File: config.mk
export PLATFORM = sky130hd
export DESIGN_NAME = serial_subtractor
export DESIGN_NICKNAME = d
export VERILOG_FILES = /design/src/rtl/serial_subtractor.sv
export SDC_FILE = /design/constraint.sdc
export NUM_CORES = 1
export LEC_CHECK = 0
export CAP_MARGIN = 25
export CORE_MARGIN = 1
export CORE_UTILIZATION = 45
export DETAILED_ROUTE_END_ITERATION = 12
export HOLD_SLACK_MARGIN = 0.08
export PLACE_DENSITY = 0.69
export SLEW_MARGIN = 10
export SYNTH_ARGS = -nofsm -noshare
export SYNTH_HDL_FRONTEND = slang
export SYNTH_SLANG_ARGS = --single-unit
File: constraint.sdc
create_clock -name clk -period 2.1 [get_ports clk]
set_clock_uncertainty 0.2 [all_clocks]
set_input_delay 0.315 -clock clk [delete_from_list [all_inputs] [get_ports clk]]
set_output_delay 0.315 -clock clk [all_outputs]
set_load 0.03 [all_outputs]
File: src/rtl/serial_subtractor.sv
// Bit-serial subtractor: computes a - b LSB-first through one full-subtractor
// cell and a borrow flop, with a start/ready/done handshake.
module serial_subtractor #(
    parameter int WIDTH = 8
) (
    input  logic             clk,
    input  logic             rst,
    input  logic             start,
    input  logic [WIDTH-1:0] a,
    input  logic [WIDTH-1:0] b,
    output logic             ready,
    output logic             done,
    output logic [WIDTH-1:0] diff,
    output logic             borrow,
    output logic             overflow
);

    localparam int CW = $clog2(WIDTH + 1);

    typedef enum logic [1:0] {
        IDLE  = 2'd0,
        SHIFT = 2'd1,
        DONE  = 2'd2
    } state_t;

    state_t           r_state;
    state_t           w_next;
    logic [CW-1:0]    r_cnt;
    logic [WIDTH-1:0] r_a;
    logic [WIDTH-1:0] r_b;
    logic [WIDTH-1:0] r_res;
    logic [WIDTH-1:0] r_diff;
    logic             r_bin;
    logic             r_a_msb;
    logic             r_b_msb;
    logic             r_borrow;
    logic             r_ovf;

    logic             w_a0;
    logic             w_b0;
    logic             w_d;
    logic             w_bout;
    logic             w_last;
    logic [WIDTH-1:0] w_res_next;

    assign w_a0       = r_a[0];
    assign w_b0       = r_b[0];
    assign w_d        = w_a0 ^ w_b0 ^ r_bin;
    assign w_bout     = (~w_a0 & w_b0) | (~(w_a0 ^ w_b0) & r_bin);
    assign w_last     = (r_cnt == CW'(WIDTH - 1));
    assign w_res_next = {w_d, r_res[WIDTH-1:1]};

    always_ff @(posedge clk) begin
        if (rst) begin
            r_state <= IDLE;
        end else begin
            r_state <= w_next;
        end
    end

    always_comb begin
        w_next = r_state;
        ready  = 1'b0;
        done   = 1'b0;
        case (r_state)
            IDLE: begin
                ready = 1'b1;
                if (start) begin
                    w_next = SHIFT;
                end
            end
            SHIFT: begin
                if (w_last) begin
                    w_next = DONE;
                end
            end
            DONE: begin
                done   = 1'b1;
                w_next = IDLE;
            end
            default: w_next = IDLE;
        endcase
    end

    always_ff @(posedge clk) begin
        if (rst) begin
            r_cnt    <= '0;
            r_a      <= '0;
            r_b      <= '0;
            r_res    <= '0;
            r_bin    <= 1'b0;
            r_a_msb  <= 1'b0;
            r_b_msb  <= 1'b0;
            r_diff   <= '0;
            r_borrow <= 1'b0;
            r_ovf    <= 1'b0;
        end else begin
            case (r_state)
                IDLE: begin
                    if (start) begin
                        r_a     <= a;
                        r_b     <= b;
                        r_a_msb <= a[WIDTH-1];
                        r_b_msb <= b[WIDTH-1];
                        r_res   <= '0;
                        r_bin   <= 1'b0;
                        r_cnt   <= '0;
                    end
                end
                SHIFT: begin
                    r_a   <= r_a >> 1;
                    r_b   <= r_b >> 1;
                    r_res <= w_res_next;
                    r_bin <= w_bout;
                    r_cnt <= r_cnt + CW'(1);
                    // On the final bit w_d is the result MSB, so publish straight from the cell.
                    if (w_last) begin
                        r_diff   <= w_res_next;
                        r_borrow <= w_bout;
                        r_ovf    <= (r_a_msb != r_b_msb) && (w_d != r_a_msb);
                    end
                end
                default: ;
            endcase
        end
    end

    assign diff     = r_diff;
    assign borrow   = r_borrow;
    assign overflow = r_ovf;

endmodule

==> qor.txt, run 1 <==
Status: finished clean
Initial Utilization: 0.481
Syn_area_per_cell: 8.45 sq um
Number of vias per cell: 5.39
Nets@finish: 280
Largest net degree at the start of global routing: 24
Antenna violation net count after detailed routing: 0
Antenna violations before repair: 0
CTS sink cnt: 42
Vias: 1,672
Post-CTS Setup Bufs: 0
Starting DRC count in detailed routing: 94
Core area: 0.00412 sq mm
Total wire length: 4.12 mm
CP Data Arrival Time: 1.33 ns
CTS tree: yes
FP Rows: 23
Clk_lat worst skew: 0.30 ns
DR WL/cell: 13.3 microns
TritonCTS Buffers: 5
Root Buffer: clkbuf_8
MaxCap Viol Count: 0
Port buffer count: 30
Final Hold Vio Count: 0
DIE AREA: 0.00466 sq mm
Setup TNS: 0 ns
Yosys warns: 0
Critical R2R Launch: r_state[0]
First-pass GRT wire length: 7.07 mm
Leakage power: 0.000868 uW
Cells after Synth: 234
Req. time, crit path: 1.58 ns
Vias in the first global route: 1,587
PD cells: 681 mW/mm^2
Slew HR: 0.708
Slew @ Worst Pin: 0.437 ns
Share of cells above drive strength 1: 0.192
H-tree lvl count: 2
Reg area: 841 sq um
Cts hold-fix bufs: 0
Total GRT Usage: 0.206
Most common cell after layout, fill and taps aside: dfxtp_1
Post-CTS resize count: 1
Flops & latches, synth: 42
Crit-path max FO: 9
Number of synthesized flops with an enable pin: 0
Hold path start: r_bin
Final Core Density: 0.580
Clk pin slew, worst setup/hold paths: 0.09 ns
Ys flop type: dfxtp_1
Syn_nets: 255
Crit. End Element: output pin
Residual DRC count: 0
Max-slew violations: 0
Hold Path Class: reg -> reg
Antenna cells: 0
Area grow syn2layout: 20.6%
RSZ-0062 raised after global routing: false
Final worst path period share: 0.877
Die width: 68.3 microns
Critical path type: reg -> out
Fillers: 365
Most frequent cells in the layout: dfxtp_1, nor2_1, a21oi_1
Cell Area, Synth: 0.00198 sq mm
Max rail drop VDD: 424 uV
Final setup vio count: 0
Sequential fraction of the synthesis area: 0.425
Congestion Overflow GR: 0
Fmax achieved: 543 MHz
TritonRoute pass-1 iters: 4
I/O pin total: 31
Synth cell types: 34
Maximum root-to-sink buffer count: 2
Async SR Flop Fraction: 0
DP Wirelength: 2.79 mm
Clock period minus worst slack: 1.84 ns
RePlAce Congestion: 0.725
Critical Path Source: r_state[0]
Die Span Y: 68.3 microns
Area of the multi-input gates: 973 sq um
Nature of the critical path startpoint: flop
synth_stat cells (2+ instances only):
master | count | area, sq um
dfxtp_1 | 42 | 841
nand3_1 | 10 | 50.1
a21oi_2 | 10 | 87.6
buf_2 | 8 | 40.0
o22ai_1 | 2 | 12.5
and3b_1 | 2 | 17.5
a21oi_1 | 31 | 155
nor2_1 | 40 | 150
clkbuf_1 | 9 | 33.8
nor2b_1 | 6 | 37.5
nand2_1 | 11 | 41.3
nand3_2 | 8 | 80.1
nand2b_1 | 2 | 12.5
o21ai_0 | 9 | 45.0
a211oi_1 | 2 | 15.0
nor4_1 | 6 | 37.5
buf_6 | 3 | 33.8
inv_1 | 9 | 33.8
mux2i_1 | 2 | 20.0
o221a_2 | 8 | 90.1
kinds of logic (layout without fill, tap and decap cells):
logic type	Yosys count	in the layout	share of synthesized area
AND/OR/NAND/NOR	92	92	0.244
AO/OA/AOI/OAI	64	64	0.216
flip-flops	42	42	0.425
buffers and inverters	31	57	0.0829
multiplexers	3	3	0.0158
adder cells (fa/ha/maj)	2	2	0.0164
routing by layer:
metal	vias up	global-route usage	part of all wire
met5	-	0	0
met4	0	0.0781	0.012
met3	5	0.0550	0.037
met2	29	0.336	0.45
met1	782	0.257	0.50
li1	856	-	-
metrics by stage:
step	setup WS [ns]	area, sq um	std cells	power [uW]	hold slack, ns
after floorplan	0.414	1980	234	1040	0.245
after global placement	0.221	2300	302	1120	0.255
after detailed placement	0.208	2300	302	1120	0.261
after CTS	0.234	2380	310	1640	0.275
after global routing	0.183	2380	310	1710	0.293
final	0.259	2380	310	1620	0.274
final cells by class:
type,instances,area share
repair buffers,40,0.161
clock buffers,5,0.0289
inverters,9,0.0142
clock inverters,3,0.00892
well taps,50,0.0262
flip-flops and latches,42,0.353
multi-input cells,161,0.408
power breakdown:
group          internal, uW  switching [uW]  leakage, uW
Sequential              834            29.7     0.000343
Clock                   234             294    0.0000441
Combinational           109             124     0.000481
Total                  1180             448     0.000868
final timing paths:
kind	cells past startpoint	slack, ns	endpoint
setup reg to reg	5	0.34	r_a_msb
setup / recovery	2	0.26	ready
hold reg to reg	2	0.27	r_bin
hold / removal	2	0.27	r_bin
registers in the layout, indices dropped and copies added (netlist names):
signal / cells
borrow: 1
diff: 8
r_a_msb: 1
overflow: 1
r_bin: 1
r_res: 7
r_b_msb: 1
r_b: 8
r_a: 8
r_cnt: 4
r_state: 2
worst max-delay path, cell delays in order (launching register included):
cell	delay (ns)
dfxtp_1	0.56
nor2_1	0.10
dlygate4sd2_1	0.37
(Power assumes the default switching activity.)
==> inputs of run 2 (changes only) <==
--- a/config.mk
+++ b/config.mk
@@ -8,9 +8,10 @@
 export CAP_MARGIN = 25
 export CORE_MARGIN = 1
 export CORE_UTILIZATION = 45
+export CTS_BUF_LIST = sky130_fd_sc_hd__clkbuf_8
 export DETAILED_ROUTE_END_ITERATION = 12
 export HOLD_SLACK_MARGIN = 0.08
-export PLACE_DENSITY = 0.69
+export PLACE_DENSITY = 0.72
 export SLEW_MARGIN = 10
 export SYNTH_ARGS = -nofsm -noshare
 export SYNTH_HDL_FRONTEND = slang
==> qor.txt, run 2 (synthesis results as in run 1) <==
Status: finished clean
Vias: 1,626 (-2.8%)
Root Buffer: clkbuf_8
I/O pin total: 31 (unchanged)
Critical path type: reg -> out
Crit. End Element: output pin
CTS tree: yes
Total wire length: 3.98 mm (-3.4%)
TritonCTS Buffers: 5 (unchanged)
Req. time, crit path: 1.58 ns (about the same)
Vias in the first global route: 1,528 (-3.7%)
Largest net degree at the start of global routing: 30 (+25%)
Antenna cells: 0 (unchanged)
Antenna violations before repair: 0 (unchanged)
DIE AREA: 0.00466 sq mm (unchanged)
Final worst path period share: 0.940 (+0.0634)
Slew @ Worst Pin: 0.448 ns (+0.0108 ns)
Most frequent cells in the layout: dfxtp_1, nor2_1, a21oi_1
Slew HR: 0.701 (-0.00724)
CP Data Arrival Time: 1.46 ns (+0.13 ns)
PD cells: 721 mW/mm^2 (+5.8%)
Max rail drop VDD: 445 uV (+5.0%)
Area post-placement: 0.00232 sq mm (+0.87%)
Initial Utilization: 0.481 (unchanged)
CP max-delay cell: clkdlybuf4s50_1
Post-CTS Setup Bufs: 0 (unchanged)
Critical Path Max Stage Delay: 0.67 ns (+0.11 ns)
Final setup vio count: 0 (unchanged)
CP Buf/Inv Count: 1 (unchanged)
Post-CTS resize count: 0 (-1)
R2R Setup Slk: 0.37 ns (+0.03 ns)
H-tree lvl count: 2 (unchanged)
NetSw: 420 uW (-6.3%)
Clk pin slew, worst setup/hold paths: 0.08 ns (about the same)
Residual DRC count: 0 (unchanged)
Max-slew violations: 0 (unchanged)
Largest delay contributor family on the critical path: buffers and inverters
Starting DRC count in detailed routing: 93 (-1.1%)
Antenna violation net count after detailed routing: 0 (unchanged)
FP Rows: 23 (unchanged)
DR WL/cell: 12.8 microns (-3.4%)
Seq pwr share: 0.492 (-0.039)
Total GRT Usage: 0.198 (-0.00822)
Leakage power: 0.000890 uW (+2.6%)
Clock period minus worst slack: 1.97 ns (+0.133 ns)
RSZ-0062 raised after global routing: false
Number of vias per cell: 5.25 (-2.8%)
Congestion Overflow GR: 0 (unchanged)
Final Hold Vio Count: 0 (unchanged)
Share of cells above drive strength 1: 0.192 (unchanged)
Die Span Y: 68.3 microns (unchanged)
Area grow syn2layout: 22.8%
Non-filler instance count after layout: 310 (unchanged)
Clock share of power: 0.369 (+0.044)
Crit-path max FO: 6 (-3)
Dpl cells: 303 (+0.33%)
Core area: 0.00412 sq mm (unchanged)
P_int: 1330 uW (+13%)
Port buffer count: 30 (unchanged)
Maximum root-to-sink buffer count: 2 (unchanged)
MaxCap Viol Count: 0 (unchanged)
Cts hold-fix bufs: 0 (unchanged)
Nets@finish: 281 (+0.36%)
First-pass GRT wire length: 6.76 mm (-4.5%)
Pwr Total: 1750 uW (+7.8%)
Nature of the critical path startpoint: flop
Finished Cell Area: 0.00243 sq mm (+1.8%)
TritonRoute pass-1 iters: 4 (unchanged)
Critical-path cell list: nor2_1 -> clkdlybuf4s50_1
CTS sink cnt: 42 (unchanged)
Fmax achieved: 506 MHz (-6.7%)
Hold Path Class: reg -> reg
RePlAce Congestion: 0.762 (+5.2%)
Switching Share: 0.240 (-0.0361)
Die width: 68.3 microns (unchanged)
Most common cell after layout, fill and taps aside: dfxtp_1
Clk_lat worst skew: 0.29 ns (about the same)
Comb pwr share: 0.139 (-0.005)
Setup TNS: 0 ns (unchanged)
DP Wirelength: 2.59 mm (-6.9%)
-- run 2: tightest hold or removal path, delay by kind of cell (launching register included) --
kind / cells / cell delay [ns]
simple gates: 1 / 0.06
compound gates: 1 / 0.05
flops: 1 / 0.32
-- run 2: layout make-up --
| type | count | area, sq um |
|---|---|---|
| fill | 375 | 1690 |
| multi-input combinational | 161 | 973 |
| sequential | 42 | 841 |
| timing repair buffer | 41 | 405 |
| clock buffer | 6 | 82.6 |
| tap | 50 | 62.6 |
| inverter | 9 | 33.8 |
| clock inverter | 1 | 30.0 |
-- run 2: power groups by stage --
stage	clock network [uW]	registers, uW	logic [uW]
6_report	646	861	243
5_1_grt	690	866	274
4_1_cts	667	861	245
3_5_place_dp	0	880	244
3_3_place_gp	0	879	242
2_1_floorplan	0	873	170
-- run 2: metrics by stage --
| stage | setup slack, ns | utilization | hold slack (ns) |
|---|---|---|---|
| 6_report | 0.126 | 0.590 | 0.272 |
| 5_1_grt | 0.0779 | 0.590 | 0.297 |
| 4_1_cts | 0.106 | 0.590 | 0.271 |
| 3_5_place_dp | 0.194 | 0.563 | 0.258 |
| 3_3_place_gp | 0.211 | 0.563 | 0.255 |
| 2_1_floorplan | 0.414 | - | 0.245 |
-- run 2: layer usage --
| layer | vias to the layer above | share of wire | track usage |
|---|---|---|---|
| met1 | 739 | 0.51 | 0.253 |
| met5 | - | 0 | 0 |
| li1 | 858 | - | - |
| met4 | 0 | 0.021 | 0.0938 |
| met3 | 6 | 0.025 | 0.0400 |
| met2 | 23 | 0.44 | 0.316 |
-- run 2: worst paths after layout --
check	to	start	cells after the start
worst max-delay path	ready	r_state[0]	2
worst max register to register	overflow	r_b[0]	5
worst min-delay path	r_bin	r_bin	2
worst min register to register	r_bin	r_bin	2
==> inputs of run 3 (changes only) <==
--- a/config.mk
+++ b/config.mk
@@ -10,6 +10,7 @@
 export CORE_UTILIZATION = 45
 export CTS_BUF_LIST = sky130_fd_sc_hd__clkbuf_8
 export DETAILED_ROUTE_END_ITERATION = 12
+export GPL_ROUTABILITY_DRIVEN = 0
 export HOLD_SLACK_MARGIN = 0.08
 export PLACE_DENSITY = 0.72
 export SLEW_MARGIN = 10
==> constraint.sdc (replaced) <==
create_clock -name clk -period 2.2 [get_ports clk]
set_clock_uncertainty 0.2 [all_clocks]
set_input_delay 0.33 -clock clk [delete_from_list [all_inputs] [get_ports clk]]
set_output_delay 0.33 -clock clk [all_outputs]
set_load 0.03 [all_outputs]
==> qor.txt, run 3 (synthesis results as in run 1) <==
Clk pin slew, worst setup/hold paths: 0.08 ns (about the same)
DIE AREA: 0.00466 sq mm (unchanged)
Maximum root-to-sink buffer count: 2 (unchanged)
Critical Path Max Stage Delay: 0.69 ns (+0.02 ns)
Share of cells above drive strength 1: 0.197 (+0.00466)
Root Buffer: clkbuf_8
CTS tree: yes
Hold path start: r_bin
Dpl cells: 306 (+0.99%)
CP Data Arrival Time: 1.59 ns (+0.13 ns)
Vias: 1,664 (+2.3%)
Final setup vio count: 0 (unchanged)
Post-CTS resize count: 0 (unchanged)
Crit. End Element: output pin
Slew HR: 0.638 (-0.0629)
Critical path type: reg -> out
FP Rows: 23 (unchanged)
Hold Path End: r_bin
RSZ-0062 raised after global routing: false
Largest net degree at the start of global routing: 21 (-30%)
Die width: 68.3 microns (unchanged)
Crit-path max FO: 8 (+2)
Hold Path Class: reg -> reg
Most frequent cells in the layout: dfxtp_1, nor2_1, a21oi_1
Slew @ Worst Pin: 0.542 ns (+0.0939 ns)
Initial Utilization: 0.481 (unchanged)
Leakage power: 0.000889 uW (-0.18%)
CP Buf/Inv Count: 2 (+1)
Final worst path period share: 0.965
Nets@finish: 284 (+1.1%)
H-tree lvl count: 2 (unchanged)
Final Hold Vio Count: 0 (unchanged)
Area grow syn2layout: 21.7%
DP Wirelength: 2.75 mm (+6.0%)
Total wire length: 4.11 mm (+3.3%)
WHS Path Cells: 2 (unchanged)
R2R Setup Slk: 0.41 ns (+0.04 ns)
First-pass GRT wire length: 6.85 mm (+1.4%)
Critical R2R Launch: r_state[1]
R2R Path End: r_b_msb
Residual DRC count: 0 (unchanged)
MaxCap Viol Count: 0 (unchanged)
Die Span Y: 68.3 microns (unchanged)
Cts hold-fix bufs: 0 (unchanged)
Non-filler instance count after layout: 314 (+1.3%)
Number of vias per cell: 5.30 (+1.0%)
Clk_lat worst skew: 0.29 ns (about the same)
Max rail drop VDD: 345 uV (-23%)
Total GRT Usage: 0.201 (+0.00279)
Core area: 0.00412 sq mm (unchanged)
DR WL/cell: 13.1 microns (+2.0%)
PD cells: 648 mW/mm^2 (-10%)
Stages on worst setup path: 3 (+1)
Antenna violations before repair: 0 (unchanged)
Critical-path cell list: buf_4 -> nor2_1 -> clkdlybuf4s50_1
Post-CTS Setup Bufs: 0 (unchanged)
Clock period minus worst slack: 2.12 ns
Antenna violation net count after detailed routing: 0 (unchanged)
Pwr Total: 1560 uW (-11%)
Req. time, crit path: 1.67 ns (+0.09 ns)
R2R cell count: 6 (+1)
Setup TNS: 0 ns (unchanged)
Fmax achieved: 471 MHz
CTS sink cnt: 42 (unchanged)
Starting DRC count in detailed routing: 83 (-11%)
TritonRoute pass-1 iters: 4 (unchanged)
Vias in the first global route: 1,508 (-1.3%)
Status: finished clean
Port buffer count: 30 (unchanged)
TritonCTS Buffers: 5 (unchanged)
I/O pin total: 31 (unchanged)
Largest delay contributor family on the critical path: buffers and inverters
Most common cell after layout, fill and taps aside: dfxtp_1
Nature of the critical path startpoint: flop
Antenna cells: 0 (unchanged)
Max-slew violations: 0 (unchanged)
CP max-delay cell: clkdlybuf4s50_1
Congestion Overflow GR: 0 (unchanged)
## run 3: changes by cell type in the layout (fill, tap and decap cells not counted), sizes merged
cell | before | now
buf | 12 | 14
clkinv | 0 | 1
bufinv | 1 | 0
inv | 9 | 10
clkdlybuf4s50 | 29 | 30
## run 3: stage by stage
| step | utilization | hold WS [ns] | area [sq um] | worst slack, ns |
|---|---|---|---|---|
| 6_report | 0.585 | 0.270 | 2410 | 0.0765 |
| 5_1_grt | 0.585 | 0.282 | 2410 | 0.0192 |
| 4_1_cts | 0.585 | 0.269 | 2410 | 0.0632 |
| 3_5_place_dp | 0.563 | 0.258 | 2320 | 0.242 |
| 3_3_place_gp | 0.563 | 0.254 | 2320 | 0.261 |
| 2_1_floorplan | - | 0.245 | 1980 | 0.499 |
## run 3: power breakdown
| group | internal (uW) | total [uW] | leakage, uW | switching (uW) |
|---|---|---|---|---|
| Combinational | 108 | 230 | 0.000493 | 122 |
| Clock | 249 | 507 | 0.0000524 | 258 |
| Sequential | 796 | 823 | 0.000343 | 26.8 |
| Total | 1150 | 1560 | 0.000889 | 407 |
## run 3: layout make-up
| class | count | area [sq um] |
|---|---|---|
| repair buffers | 44 | 405 |
| clock buffers | 6 | 82.6 |
| inverters | 9 | 33.8 |
| well taps | 50 | 62.6 |
| flip-flops and latches | 42 | 841 |
| fillers | 361 | 1710 |
| clock inverters | 2 | 8.76 |
| multi-input cells | 161 | 973 |
## run 3: routing by layer
layer / routed length [microns] / share of wire / track usage / vias up
met5: 0 / 0 / 0 / -
met4: 70 / 0.017 / 0.109 / 0
met3: 123 / 0.030 / 0.0617 / 4
met2: 1960 / 0.48 / 0.306 / 22
met1: 1960 / 0.48 / 0.250 / 771
li1: - / - / - / 867
## run 3: worst max path at each step
stage,from,end,slack [ns]
finish,r_state[1],ready,0.08
global route,r_state[1],ready,0.02
CTS,r_state[1],ready,0.06
detailed placement,start,r_b_msb,0.24
global placement,start,r_b_msb,0.26
floorplan,r_state[1],done,0.50
## run 3: worst min-delay path: stages, from the launching register on
cell and delay, ns:
dfxtp_1 0.32, nand3_2 0.06, a21oi_2 0.05
